==> config.mk <==
export PLATFORM = sky130hd
export DESIGN_NAME = shift_deserializer
export DESIGN_NICKNAME = d
export VERILOG_FILES = /design/src/rtl/shift_pkg.sv /design/src/rtl/shift_deser_hold.sv /design/src/rtl/shift_deserializer.sv
export SDC_FILE = /design/constraint.sdc
export NUM_CORES = 1
export LEC_CHECK = 0
export BUFFER_PORTS_ARGS = -buffer_cell sky130_fd_sc_hd__buf_2
export CAP_MARGIN = 20
export CORE_AREA = 3 3 58 65
export CTS_CLUSTER_SIZE = 25
export DETAILED_ROUTE_END_ITERATION = 10
export DIE_AREA = 0 0 61 68
export PLACE_DENSITY = 0.75
export SYNTH_ARGS = -nofsm -noshare
export SYNTH_HDL_FRONTEND = slang
export SYNTH_SLANG_ARGS = --single-unit
==> constraint.sdc <==
create_clock -name clk -period 2.49 [get_ports clk]
set_input_delay 0.1245 -clock clk [delete_from_list [all_inputs] [get_ports clk]]
set_output_delay 0.1245 -clock clk [all_outputs]
set_load 0.01 [all_outputs]
==> src/rtl/shift_pkg.sv <==
// ============================================================================
// Module : shift_pkg
// Shared types, constants and helpers for the shift-register serial datapath.
// Rev    : 1.0  initial release
// ============================================================================
`default_nettype none

package shift_pkg;

    typedef enum logic [0:0] {
        RECV = 1'b0,
        PAR  = 1'b1
    } deser_state_t;

    localparam logic DIR_LEFT  = 1'b1;
    localparam logic DIR_RIGHT = 1'b0;

    // Counter must hold values 0..w so a parity frame can park at w.
    function automatic int cnt_width(input int w);
        return $clog2(w + 1);
    endfunction

endpackage

`default_nettype wire

==> src/rtl/shift_deser_hold.sv <==
// ============================================================================
// Module : shift_deser_hold
// One-entry valid/ready holding register for completed deserializer words.
// Rev    : 1.0  initial release
// ============================================================================
`default_nettype none

module shift_deser_hold #(
    parameter int n = 16
) (
    input  logic         clk,
    input  logic         rst_n,
    input  logic         i_load,
    input  logic [n-1:0] i_data,
    input  logic         i_perr,
    input  logic         i_ready,
    output logic [n-1:0] o_data,
    output logic         o_valid,
    output logic         o_perr,
    output logic         o_full
);

    logic [n-1:0] r_data;
    logic         r_valid;
    logic         r_perr;

    // A load in the same cycle as a consume wins, so the new word is kept.
    always_ff @(posedge clk or negedge rst_n) begin
        if (!rst_n) begin
            r_data  <= '0;
            r_valid <= 1'b0;
            r_perr  <= 1'b0;
        end else if (i_load) begin
            r_data  <= i_data;
            r_valid <= 1'b1;
            r_perr  <= i_perr;
        end else if (r_valid && i_ready) begin
            r_valid <= 1'b0;
        end
    end

    assign o_data  = r_data;
    assign o_valid = r_valid;
    assign o_perr  = r_perr;
    assign o_full  = r_valid;

endmodule

`default_nettype wire

==> src/rtl/shift_deserializer.sv <==
// ============================================================================
// Module : shift_deserializer
// Serial-to-parallel receiver with selectable bit order and output handshake.
// Optional even-parity frame bit enabled by macro SHIFT_DESER_PARITY_EN.
// Rev    : 1.0  initial release
// ============================================================================
`default_nettype none

module shift_deserializer
    import shift_pkg::*;
#(
    parameter int n = 16
) (
    input  logic         clk,
    input  logic         reset,
    input  logic         si,
    input  logic         si_valid,
    output logic         si_ready,
    input  logic         direction,
    input  logic         sync,
    output logic [n-1:0] out,
    output logic         out_valid,
    input  logic         out_ready,
    output logic         out_perr
);

    localparam int            CW     = cnt_width(n);
    localparam logic [CW-1:0] C_LAST = CW'(n - 1);
    localparam logic [CW-1:0] C_ONE  = CW'(1);

    deser_state_t  r_state, w_state_nxt;
    logic [n-1:0]  r_sr, w_sr_nxt, w_shifted, w_load_word;
    logic [CW-1:0] r_cnt, w_cnt_nxt;
    logic          r_dir, w_dir_nxt, w_dir_eff;
    logic          w_accept, w_frame_end, w_load, w_load_perr, w_full;

    // The first bit of a word uses the live direction; later bits the latched one.
    assign w_dir_eff = (r_cnt == '0) ? direction : r_dir;
    assign w_shifted = (w_dir_eff == DIR_LEFT) ? {r_sr[n-2:0], si} : {si, r_sr[n-1:1]};

`ifdef SHIFT_DESER_PARITY_EN
    assign w_frame_end = (r_state == PAR);
`else
    assign w_frame_end = (r_cnt == C_LAST);
`endif

    assign si_ready = !(w_frame_end && w_full);
    assign w_accept = si_valid && si_ready && !sync;

    always_comb begin
        w_state_nxt = r_state;
        w_cnt_nxt   = r_cnt;
        w_sr_nxt    = r_sr;
        w_dir_nxt   = r_dir;
        w_load      = 1'b0;
        w_load_word = w_shifted;
        w_load_perr = 1'b0;
        if (sync) begin
            w_cnt_nxt   = '0;
            w_state_nxt = RECV;
        end else if (w_accept) begin
            case (r_state)
                RECV: begin
                    w_sr_nxt = w_shifted;
                    if (r_cnt == '0) begin
                        w_dir_nxt = direction;
                    end
`ifdef SHIFT_DESER_PARITY_EN
                    w_cnt_nxt = r_cnt + C_ONE;
                    if (r_cnt == C_LAST) begin
                        w_state_nxt = PAR;
                    end
`else
                    if (r_cnt == C_LAST) begin
                        w_load    = 1'b1;
                        w_cnt_nxt = '0;
                    end else begin
                        w_cnt_nxt = r_cnt + C_ONE;
                    end
`endif
                end
`ifdef SHIFT_DESER_PARITY_EN
                PAR: begin
                    w_load      = 1'b1;
                    w_load_word = r_sr;
                    w_load_perr = ^{r_sr, si};
                    w_cnt_nxt   = '0;
                    w_state_nxt = RECV;
                end
`endif
                default: begin
                    w_cnt_nxt   = '0;
                    w_state_nxt = RECV;
                end
            endcase
        end
    end

    always_ff @(posedge clk or negedge reset) begin
        if (!reset) begin
            r_state <= RECV;
            r_cnt   <= '0;
            r_sr    <= '0;
            r_dir   <= DIR_RIGHT;
        end else begin
            r_state <= w_state_nxt;
            r_cnt   <= w_cnt_nxt;
            r_sr    <= w_sr_nxt;
            r_dir   <= w_dir_nxt;
        end
    end

    shift_deser_hold #(
        .n (n)
    ) u_hold (
        .clk     (clk),
        .rst_n   (reset),
        .i_load  (w_load),
        .i_data  (w_load_word),
        .i_perr  (w_load_perr),
        .i_ready (out_ready),
        .o_data  (out),
        .o_valid (out_valid),
        .o_perr  (out_perr),
        .o_full  (w_full)
    );

endmodule

`default_nettype wire

After elaboration in Yosys (flattened, before gate mapping)

Index checks and enable logic that the tools add are counted.

Word-level logic and storage cells: 34
Register bits after elaboration: 40
Input bits: 7
Output and inout port bits: 19

Bitwise operators: 2
Reductions and logical operators: 10
Muxes and demuxes: 14
Equal/unequal tests: 1
Add/sub/neg operators: 1

Operators with widths:

| kind                  | count |
|---|---|
| $mux W5               | 4 |
| $mux W16              | 1 |
| $mux W1               | 9 |
| $add A5 B1 Y5 const B | 1 |
| $eq A5 B4 Y1 const B  | 1 |
| $logic_not A5 Y1      | 1 |
| $logic_and A1 B1 Y1   | 4 |
| $reduce_bool A2 Y1    | 2 |
| $reduce_and A3 Y1     | 1 |
| $logic_not A1 Y1      | 2 |
| $not A1 Y1            | 2 |

Longest topological paths before layout

Word-level depth: 8
Depth in mapped cells: 7
Gate-level depth less buffers: 6

Hierarchy

Synthesis repeated with hierarchy kept, for this count alone.

Cells, all modules: 129
Area total of the unflattened synthesis: 1911.8 um^2

By module, submodules not included:

| module             | seq. area each (um^2) | area each (um^2) | cells each | instances |
|---|---|---|---|---|
| shift_deserializer | 550.5                 | 1184.9           | 89         | 1 |
| shift_deser_hold   | 450.4                 | 726.9            | 40         | 1 |

Worst setup path after synthesis

No wires, ideal clock.

Path type: register -> register
Start point: register r_cnt[0]
End point: register u_hold.r_data[15] (netlist: u_hold.o_data[15])
Required time: 2.353 ns
Arrival: 1.797 ns
Setup slack: 0.556 ns
Cell stages (with the launch flop): 8
Buffers on the path: 1
Clock period less this slack: 1.934 ns
Setup time: 0.137 ns
Cells stage by stage: dfrtp_1 > inv_1 > ha_1 > nor4b_4 > mux2i_4 > buf_6 > mux2i_1 > a21oi_1

Word-level cells in the longest chain between the ends: 7
Elaborated cells on any way between the ends: 12
Classes of those cells: eq/ne (1); mux (6); reduce/logical (5)

RTL lines:

| what                              | line                                               | source |
|---|---|---|
| start, declared                   | shift_deserializer.sv:33                           | `logic [CW-1:0] r_cnt, w_cnt_nxt;` |
| start signal, assigned            | shift_deserializer.sv:107                          | `r_cnt <= w_cnt_nxt;` |
| $eq A5 B4 Y1                      | shift_deserializer.sv:44, shift_deserializer.sv:74 |  |
| $logic_and A1 B1 Y1               | shift_deserializer.sv:47                           | `assign si_ready = !(w_frame_end && w_full);` |
| $logic_not A1 Y1                  | shift_deserializer.sv:47                           |  |
| $logic_and A1 B1 Y1 (2 in series) | shift_deserializer.sv:48                           | `assign w_accept = si_valid && si_ready && !sync;` |
| $mux W1                           | shift_deserializer.sv:61                           | `end else if (w_accept) begin` |
| $mux W1                           | shift_deserializer.sv:58                           | `if (sync) begin` |
| end signal, assigned              | shift_deser_hold.sv:34                             | `r_data <= i_data;` |
| end, declared                     | shift_deser_hold.sv:23                             | `logic [n-1:0] r_data;` |

Parallel ways exist; a longest one is shown, timed or not.
A chain may end at the register's enable or synchronous reset.

Final worst setup path

Start point: register r_cnt[0]
End point: register u_hold.r_data[11] (netlist: u_hold.o_data[11])

Same word-level chain as after synthesis.

==> results.toml <==
[clock_network]
tritoncts_num_sinks = 39
ctsHtreeMaxLevel = 2
clock_path_buffers = 2
cts_root_buffer = "clkbuf_4"
clock_tree_from_tritoncts = "yes"
cts_buffers = 5
path_clk_slew_ps = 110
clkLatencyLatePin_ps = 340

[sta]
worst_clock_skew_ps = 7.741
finalHoldViolCount = 0
achievable-frequency_mhz = 485.6
final_period_minus_worst_setup_slack_ps = 2059
setup-violations-final = 0
max-slew-margin-rel_pct = 44.61
period_share_pct = 82.70
worstMarginPinSlew_ps = 830.9
rsz_0062_raised_after_global_routing = "false"
fin_tns_setup_ps = 0
final-max-slew-violation-count = 0

[synth]
primary_ff_master_synth = "dfrtp_1"
synth_sequential_area_ratio_pct = 56.73
syn-num-nets = 172
parity_gate_share_of_the_synthesized_area_counting_xor_and_xnor_cells_pct = 0
post_synth_instance_area_um2 = 1720
largest_family_of_logic_cells_by_synthesized_area = "simple AND/OR/NAND/NOR gates"
synth_area_in_compound_gates_pct = 13.09
share_of_synthesized_cell_area_in_and_or_nand_and_nor_gates_pct = 13.38
yosys.area_share.adder_pct = 1.455
synth_cells = 163
async_flop_share_pct = 100.0
synth.ff_latch_count = 39
synthesis.area_per_instance_um2 = 10.55
synth_edf_count = 0
synthMuxAreaShare_pct = 11.27
yosys_warnings = 0
yosysUniqueCellTypes = 28

[cells_and_area]
layout.cells.most_common_list = "dfrtp_1, a21oi_1, nor2_1"
area_delta_synth_final_pct = 14.33
layout_commonest_cell = "dfrtp_1"
layout-drive-gt1-share_pct = 20.21
antenna-diode-count = 0
fin_nets = 201

[setup_path]
cp_top_family = "multiplexers"
cp_data_required_time_ps = 2710
path_buf_inv = 2
crit_chain = "inv_1 -> ha_1 -> nor4b_4 -> mux2i_4 -> buf_4 -> mux2i_1 -> a21oi_1"
cp_slowest_cell = "dfrtp_1"
worstSetupPathType = "flip-flop to flip-flop"
r2r_slack_ps = 430
cp_max_fo = 16
worst_path_largest_cell_delay_ps = 440
critPathArrivalTime_ps = 2280
end_kind = "flip-flop"
critical_path.startpoint_type = "flip-flop"

[floorplanning]
initial_core_util_pct = 55.02
die_area_um2 = 4148
coreArea_um2 = 3127
die_y_um = 68
design.portCount = 26
die_width_um = 61
total_number_of_placement_rows = 21

[grt]
track_usage_pct = 18.64
number_of_antenna_violations_at_the_first_check_in_global_routing = 0
grt_overflow_total = 0
grt_pass1_wl_um = 5692
grt_start_max_net_pins = 40
vias_in_the_first_global_route = 1355

[power]
max-vdd-ir-drop_mv = 0.4094
power.density_cell_area_nw_per_um2 = 749.4
power_leakage_nw = 0.9366
fin_total_pwr_w = 0.001474

[route]
route.vias.total = 1286
drt-vias-per-instance = 5.665
totalWireLength_um = 3290
detail-route-antenna-nets = 0
drc = 0
drt_pre_antenna_iters = 4
drt_first_iter_violations = 74
wire_per_inst_um = 14.49

[placement]
number_of_buffer_cells_added_on_primary_ports = 24
gp_congestion = 0.8345
hpwl_um = 2298

[status]
run_status = "finished clean"

[hold_path]
hold_path_class = "input pin to flip-flop"

[run]
max_cap_viol_count = 0
==> state kept, by name, indices dropped and copies added (netlist names) <==
register,count
r_dir,1
r_sr,16
r_cnt,5
u_hold.o_data,16
u_hold.o_full,1
==> layer usage <==
layer	wire, µm	part of all wire [%]	track usage [%]	up-vias
li1	-	-	-	622
met1	1433	44	20.86	626
met2	1674	51	32.62	31
met3	136	4.1	4.717	7
met4	46	1.4	8.943	0
met5	0	0	0	-
==> cells by family (layout without fill, tap and decap cells) <==
kind of cell,count (synthesis),count (layout)
compound gates,42,42
flops,39,39
simple gates,47,47
buf+inv,14,44
mux,18,18
fa+ha+maj,2,2
other cells,1,1
==> what timing repair did <==
action,in CTS,in global routing
hold endpoints to repair,40,0
buffers inserted,0,0
resized for setup,0,0
hold buffers,2,0
==> power breakdown <==
group          switching (W)  total [W]  internal [W]  leakage (nW)
combinational       0.000162   0.000293      0.000131         0.435
clock               0.000196   0.000362      0.000166        0.0386
sequential         0.0000823   0.000819      0.000736         0.463
==> cells in the mapped netlist (2+ instances only) <==
cell type | count | share of area [%]
dfrtp_1 | 39 | 57
a21oi_1 | 35 | 10
nor2_1 | 33 | 7.2
mux2i_1 | 16 | 9.3
inv_1 | 6 | 1.3
clkbuf_1 | 4 | 0.87
nand2_1 | 4 | 0.87
o21ai_0 | 3 | 0.87
buf_2 | 2 | 0.58
ha_1 | 2 | 1.5
nand3_1 | 2 | 0.58
==> stage by stage <==
stage	cell area [µm²]	cells	worst slack (ps)	utilization [%]	hold slack [ps]
detailed placement	1878	217	413.8	60.06	279.0
floorplan	1720	163	555.9	-	-171.1
CTS	1967	227	408.6	62.91	46.56
global route	1967	227	255.7	62.91	43.45
finish	1967	227	430.7	62.91	46.86
global placement	1878	217	508.3	60.06	268.7
==> layout make-up <==
type | instances | area, µm²
clock buffers | 8 | 68.82
multi-input cells | 110 | 686.9
repair buffers | 30 | 170.2
flip-flops and latches | 39 | 975.9
fillers | 249 | 1160
inverters | 6 | 22.52
well taps | 34 | 42.54
==> worst paths after layout <==
kind	from	end	depth (start not counted)
max in group asynchronous	reset	r_sr[12]	2
min in group asynchronous	reset	r_cnt[4]	2
max reg2reg	r_cnt[0]	u_hold.o_data[11]	7
min reg2reg	u_hold.o_data[3]	u_hold.o_data[3]	2
min	direction	r_dir	2
max	r_cnt[0]	u_hold.o_data[11]	7
Note: power is estimated with default switching activity, not from simulation.
